===== src/rtl/accumulator_64_if.sv =====
// accumulator_64_if: burst handshake, external adder hookup and result signals of accumulator_64
interface accumulator_64_if #(
  parameter int WIDTH = 64,
  parameter int CNT_W = 16
);
  logic             start;
  logic [CNT_W-1:0] burst_len;
  logic [WIDTH-1:0] din;
  logic             din_valid;
  logic             din_ready;
  logic [WIDTH-1:0] add_a;
  logic [WIDTH-1:0] add_b;
  logic [WIDTH:0]   add_sum;
  logic [WIDTH-1:0] acc;
  logic             ovf;
  logic [CNT_W-1:0] count;
  logic             busy;
  logic             done;
  modport master (
    output start, burst_len, din, din_valid, add_sum,
    input  din_ready, add_a, add_b, acc, ovf, count, busy, done
  );
  modport slave (
    input  start, burst_len, din, din_valid, add_sum,
    output din_ready, add_a, add_b, acc, ovf, count, busy, done
  );
endinterface


===== src/rtl/accumulator_64.sv =====
// accumulator_64: burst accumulator around an external combinational adder (ACC->A, OPB->B, SUM->ACC)
module accumulator_64 #(
  parameter int WIDTH = 64,
  parameter int CNT_W = 16
) (
  input logic              clk,
  input logic              rst,
  accumulator_64_if.slave  bus
);
  localparam logic [1:0] IDLE  = 2'd0;
  localparam logic [1:0] RUN   = 2'd1;
  localparam logic [1:0] DRAIN = 2'd2;
  localparam logic [1:0] DONE  = 2'd3;
  logic [1:0]       state_q, state_d;
  logic [WIDTH-1:0] acc_q, acc_d, opb_q, opb_d;
  logic [CNT_W-1:0] count_q, count_d, len_q, len_d;
  logic             ovf_q, ovf_d, opbv_q, opbv_d;
  logic             start_ok, accept, last;
  always_comb begin
    start_ok = state_q == IDLE && bus.start;
    accept   = state_q == RUN && bus.din_valid;
    last     = accept && count_q + CNT_W'(1) == len_q;
    state_d  = state_q == IDLE  ? (bus.start ? (bus.burst_len == '0 ? DONE : RUN) : IDLE) :
               state_q == RUN   ? (last ? DRAIN : RUN) :
               state_q == DRAIN ? DONE : IDLE;
    acc_d    = start_ok ? '0 : opbv_q ? bus.add_sum[WIDTH-1:0] : acc_q;
    ovf_d    = start_ok ? 1'b0 : ovf_q | (opbv_q & bus.add_sum[WIDTH]);
    opb_d    = start_ok ? '0 : accept ? bus.din : opb_q;
    opbv_d   = accept;
    count_d  = start_ok ? '0 : accept ? count_q + CNT_W'(1) : count_q;
    len_d    = start_ok ? bus.burst_len : len_q;
  end
  always_ff @(posedge clk or posedge rst) begin
    if (rst) begin
      state_q <= IDLE;
      acc_q   <= '0;
      opb_q   <= '0;
      count_q <= '0;
      len_q   <= '0;
      ovf_q   <= 1'b0;
      opbv_q  <= 1'b0;
    end else begin
      state_q <= state_d;
      acc_q   <= acc_d;
      opb_q   <= opb_d;
      count_q <= count_d;
      len_q   <= len_d;
      ovf_q   <= ovf_d;
      opbv_q  <= opbv_d;
    end
  end
  assign bus.add_a     = acc_q;
  assign bus.add_b     = opb_q;
  assign bus.acc       = acc_q;
  assign bus.ovf       = ovf_q;
  assign bus.count     = count_q;
  assign bus.din_ready = state_q == RUN;
  assign bus.busy      = state_q == RUN || state_q == DRAIN;
  assign bus.done      = state_q == DONE;
endmodule


===== src/flat_wrapper.sv =====
// flat-port wrapper written by rule: the top's interface ports become plain ports
module accumulator_64_flat 
#(
  parameter int WIDTH = 64,
  parameter int CNT_W = 16
)
  (clk, rst, bus_start, bus_burst_len, bus_din, bus_din_valid, bus_add_sum, bus_din_ready, bus_add_a, bus_add_b, bus_acc, bus_ovf, bus_count, bus_busy, bus_done);
  accumulator_64_if #(.WIDTH(WIDTH), .CNT_W(CNT_W)) bus_i ();
  input logic clk;
  input logic rst;
  input wire logic [$bits(bus_i.start)-1:0] bus_start;
  input wire logic [$bits(bus_i.burst_len)-1:0] bus_burst_len;
  input wire logic [$bits(bus_i.din)-1:0] bus_din;
  input wire logic [$bits(bus_i.din_valid)-1:0] bus_din_valid;
  input wire logic [$bits(bus_i.add_sum)-1:0] bus_add_sum;
  output wire logic [$bits(bus_i.din_ready)-1:0] bus_din_ready;
  output wire logic [$bits(bus_i.add_a)-1:0] bus_add_a;
  output wire logic [$bits(bus_i.add_b)-1:0] bus_add_b;
  output wire logic [$bits(bus_i.acc)-1:0] bus_acc;
  output wire logic [$bits(bus_i.ovf)-1:0] bus_ovf;
  output wire logic [$bits(bus_i.count)-1:0] bus_count;
  output wire logic [$bits(bus_i.busy)-1:0] bus_busy;
  output wire logic [$bits(bus_i.done)-1:0] bus_done;
  assign bus_i.start = bus_start;
  assign bus_i.burst_len = bus_burst_len;
  assign bus_i.din = bus_din;
  assign bus_i.din_valid = bus_din_valid;
  assign bus_i.add_sum = bus_add_sum;
  assign bus_din_ready = bus_i.din_ready;
  assign bus_add_a = bus_i.add_a;
  assign bus_add_b = bus_i.add_b;
  assign bus_acc = bus_i.acc;
  assign bus_ovf = bus_i.ovf;
  assign bus_count = bus_i.count;
  assign bus_busy = bus_i.busy;
  assign bus_done = bus_i.done;
  accumulator_64 #(.WIDTH(WIDTH), .CNT_W(CNT_W)) u_core (.clk(clk), .rst(rst), .bus(bus_i));
endmodule

===== config.mk =====
export PLATFORM = sky130hd
export DESIGN_NAME = accumulator_64_flat
export DESIGN_NICKNAME = d
export VERILOG_FILES = /design/src/rtl/accumulator_64_if.sv /design/src/rtl/accumulator_64.sv /design/src/flat_wrapper.sv
export SDC_FILE = /design/constraint.sdc
export NUM_CORES = 1
export LEC_CHECK = 0
export CAP_MARGIN = 20
export CELL_PAD_IN_SITES_DETAIL_PLACEMENT = 0
export CELL_PAD_IN_SITES_GLOBAL_PLACEMENT = 1
export CORE_MARGIN = 4
export CORE_UTILIZATION = 42
export DETAILED_ROUTE_END_ITERATION = 8
export DONT_BUFFER_PORTS = 1
export PLACE_DENSITY = 0.83
export SLEW_MARGIN = 25
export SYNTH_ARGS = -nofsm -noshare
export SYNTH_HDL_FRONTEND = slang
export SYNTH_SLANG_ARGS = --single-unit

===== constraint.sdc =====
create_clock -name clk -period 5.8 [get_ports clk]
set_input_delay 1.74 -clock clk [delete_from_list [all_inputs] [get_ports clk]]
set_output_delay 1.74 -clock clk [all_outputs]
set_load 0.01 [all_outputs]

### Word-level counts from Yosys, hierarchy flattened

Cells that the tools add are included.

| operators by class | value |
|---|---|
| add/sub/neg operators | 1 |
| equality and inequality tests | 4 |
| muxes and demuxes | 13 |
| bitwise gates (word level) | 2 |
| reductions and logical operators | 8 |

Operator list:

| kind | count |
|---|---|
| 64-bit two-way mux | 4 |
| 16-bit two-way mux | 2 |
| 16-bit by 1-bit adder with 16-bit output (second input constant) | 1 |
| 16-bit == test | 1 |
| 16-bit zero test | 1 |
| 2-bit two-way mux | 6 |
| 2-bit == test (second input constant) | 2 |
| 2-bit nonzero test | 2 |
| 1-bit logical AND | 3 |
| 2-bit by 1-bit == test with 1-bit output (second input constant) | 1 |
| 2-bit zero test | 1 |
| 1-bit bitwise AND | 1 |
| 1-bit logical OR | 1 |
| 1-bit two-way mux | 1 |
| 1-bit OR | 1 |

| storage, ports and cells | value |
|---|---|
| flip-flop bits (word level) | 164 |
| input port bits | 149 |
| word-level logic and storage cells | 35 |

### Depth between registers and ports, before layout

| logic depth | value |
|---|---|
| depth in word-level cells | 6 |
| depth in mapped cells | 9 |

### Worst setup path after synthesis

No wires, ideal clock.

| path | value |
|---|---|
| path type | input-to-reg |
| start | in bus_din_valid |
| end | reg u_core.count_q[11] (netlist: u_core.bus.count[11]) |
| arrival time | 2.774 ns |
| data required time | 5.668 ns |
| slack | 2.894 ns |
| stages | 7 |
| buffers on the path | 1 |
| cell sequence | nand2_1 > inv_1 > clkbuf_1 > and3_1 > and4_1 > xnor2_1 > nor2_1 |

| between the ends | value |
|---|---|
| cells in the longest elaborated chain, start to end | 2 |

RTL lines:

| what | RTL line | source |
|---|---|---|
| from (decl) | flat_wrapper.sv:14 | `input wire logic [$bits(bus_i.din_valid)-1:0] bus_din_valid;` |
| 1-bit logical AND | accumulator_64.sv:21 | `accept = state_q == RUN && bus.din_valid;` |
| 2-bit nonzero test (no line) | -- |  |
| to (signal assigned) | accumulator_64.sv:46 | `count_q <= count_d;` |
| to (decl) | accumulator_64.sv:16 | `logic [CNT_W-1:0] count_q, count_d, len_q, len_d;` |

Every way passes these cells.
A chain may end at the register's enable or synchronous reset.

### Final worst setup path

| path | value |
|---|---|
| start | in bus_din_valid |
| end | reg u_core.count_q[5] (netlist: u_core.bus.count[5]) |

Same word-level chain as after synthesis.

==> run metrics <==
Final setup viols 0; Initial Util 0.427; diode count 0; Final Max Slew Viols 0; worst skew pair latency 0.42 ns; crit path launch bus_din_valid; commonest cells after routing, fill and taps aside dfrtp_1 (163), nand2_1 (141), nor2_1 (87); WP depth 7; cell mode on critical path buf_4; Post-Synth XOR/XNOR Area 0.0389; via count 5005; first-pass GRT wire length 28200 um; crit path buf inv count 3; largest family of logic cells by synthesized area simple AND/OR/NAND/NOR gates; CP peak stage delay 0.56 ns; depth of the most critical reg-to-reg path 9; gp weighted congestion 0.830; Slowest-stage cell, CP buf_4; Slew HR 0.405; measured slew at the worst slew-check pin 0.892 ns; Syn Nets 920; post-synthesis mux area share 0.108; post-route minimum period 2.99 ns; layout cells sized above 1 0.0937; Critical Path RT 6.10 ns; Net Sw Frac 0.394; Hold Crit Class flip-flop to flip-flop; Boundary Pins 361; Max-Cap Viols 0; sequential fraction of the synthesis area 0.535; FF+latch area 4110 um^2; Clock Pin Slew Worst Setup and Hold Paths 0.07 ns; Die Span Y 143 um; fillers 1732; critical path launch point type primary input; Yosys warnings 0; Adder-Cell Fraction of Synth Area 0.00816; # hold bufs at CTS 0; TritonCTS clock tree done; syn avg cell area 10.0 um^2; commonest non-fill, non-tap cell in the layout dfrtp_1; Synth Area in Compound Gates 0.0668; reg2reg end u_core.bus.count[5]; P per Cell Area 546 nW/um^2; Critical Path Sink u_core.bus.count[5]; Multi-input gate area 2860 um^2; Pre-antenna DRT Iters 4; RSZ-0062 raised after global routing false; number of synthesized register bits 164; final hold vios 0; Peak VDD IR 0.000256 V; Worst EP arrival 3.29 ns; Area Growth Syn to Fin 4.26%; overall power 4360 uW; Clock Path Buffers 2; Setup Skew 0.00971 ns; simple-gate share of the synthesized area 0.151; Critical Path End Type flip-flop; initial antenna violation count 0; Pint 2640 uW; antenna viol nets, final 0; Syn Std Cell Area 7660 um^2; H-tree levels 4; Combinational Power Share 0.217; final WL 19000 um; CTS resizes 0; Final Cycle Share 0.515; gr usage total 0.177; # clock sinks 164; Site Rows 49; drt wl/cell 20.6 um; Cell Chain, Critical Path nand2_2, buf_4, inv_2, buf_4, nand3_1, xor2_1, nor2_1; Hold Startpoint u_core.len_q[14]; fin nets 835; kind of cell adding the most delay to the critical path buffers and inverters; Reg power frac 0.509; detailed placement HPWL 13200 um; Netlist cell types 39; worst reg-to-reg setup slack 3.34 ns; CP Class primary input to flip-flop; gr ovfl total 0; placed cell area 7350 um^2; largest net degree at the start of global routing 165; Port Buffers 0; Root Buffer clkbuf_16; reg2reg start u_core.state_q[1]; setup repair bufs after CTS 0; status finished, final reports clean; Die W 143 um; Clk pwr share 0.274; Core Area 18000 um^2; Via density 5.42; Max Freq 0.335 GHz; Psw 1720 uW; DIE AREA 20500 um^2; CP Max Fanout 71; vias in the first global route 4899; total CTS buffers 17; drt drc 0; Static Leak 0.00352 uW; setup tns final 0 ns; design area 7990 um^2; Post-Synthesis Cells 766; First DRT Iteration DRCs 242
-- per-stage QoR --
step	setup slack [ns]	hold slack, ns	instances	utilization
2_1_floorplan	1.98	0.490	766	-
5_1_grt	2.65	0.549	923	0.445
3_3_place_gp	2.28	0.512	890	0.409
3_5_place_dp	2.27	0.521	890	0.409
6_report	2.81	0.534	923	0.445
4_1_cts	2.73	0.537	922	0.443
-- synthesized netlist by cell type --
cell / instances / area, um^2
nand2b_1: 3 / 18.8
nor2_1: 87 / 327
nand3_2: 1 / 10.0
o31ai_2: 1 / 12.5
or3_2: 2 / 15.0
a21oi_1: 72 / 360
o2bb2ai_1: 1 / 8.76
o2111a_1: 1 / 11.3
nand4_1: 5 / 31.3
dfrtp_1: 164 / 4100
ha_1: 5 / 62.6
mux2_2: 16 / 180
and4_1: 5 / 43.8
a211oi_1: 1 / 7.51
o221a_1: 1 / 11.3
inv_1: 6 / 22.5
mux2i_1: 65 / 651
nor4_1: 4 / 25.0
o2111ai_1: 1 / 8.76
xor2_1: 14 / 123
and4_4: 1 / 11.3
a21oi_2: 1 / 8.76
o21ai_0: 6 / 30.0
nand4_2: 1 / 12.5
and3_1: 5 / 31.3
buf_2: 4 / 20.0
and2_1: 1 / 6.26
buf_4: 70 / 526
a31oi_1: 7 / 43.8
clkbuf_1: 31 / 116
or3_1: 3 / 18.8
buf_1: 5 / 18.8
nor3b_1: 1 / 7.51
nand3_1: 8 / 40.0
nand2_1: 142 / 533
nor4b_1: 1 / 8.76
o221ai_1: 1 / 8.76
xnor2_1: 20 / 175
nor3_1: 3 / 15.0
-- power groups by stage --
stage,Clock (uW),Sequential [uW],Combinational [uW]
after CTS,1220,2230,950
final,1200,2220,947
after detailed placement,0,2250,949
after floorplan,0,1970,1150
after global routing,1280,2290,1070
after global placement,0,2240,926
-- cell type report --
class / count / area share
Sequential cell: 164 / 0.514
Multi-Input combinational cell: 486 / 0.358
Clock buffer: 18 / 0.0537
Tap cell: 229 / 0.0359
Clock inverter: 14 / 0.0236
Timing Repair Buffer: 6 / 0.0113
Inverter: 6 / 0.00329
-- per-layer routing --
layer / global-route usage / wire [um] / vias to the layer above / part of all wire
met5: 0 / 0 / - / 0
met4: 0.0630 / 332 / 0 / 0.017
met2: 0.283 / 9440 / 226 / 0.50
li1: - / - / 2311 / -
met1: 0.216 / 7450 / 2444 / 0.39
met3: 0.0743 / 1790 / 24 / 0.094
-- how the worst min path moves through the flow --
stage                                   to  cells past startpoint
after global routing      u_core.len_q[14]                      1
after detailed placement   u_core.len_q[0]                      1
after global placement     u_core.len_q[6]                      1
final                     u_core.len_q[14]                      1
after CTS                  u_core.len_q[0]                      1
after floorplan            u_core.len_q[6]                      1
-- flip-flops by register name (all words and copies together) (netlist names) --
name              flops
u_core.len_q         16
u_core.bus.count     16
u_core.bus.acc       64
u_core.bus.ovf        1
u_core.bus.add_b     64
u_core.opbv_q         1
u_core.state_q        2
-- cells by family after synthesis --
| family | Yosys count |
|---|---|
| simple gates | 273 |
| fa+ha+maj | 5 |
| buf+inv | 116 |
| compound gates | 93 |
| mux | 81 |
| xor+xnor | 34 |
| flops | 164 |
(Power assumes the default switching activity.)
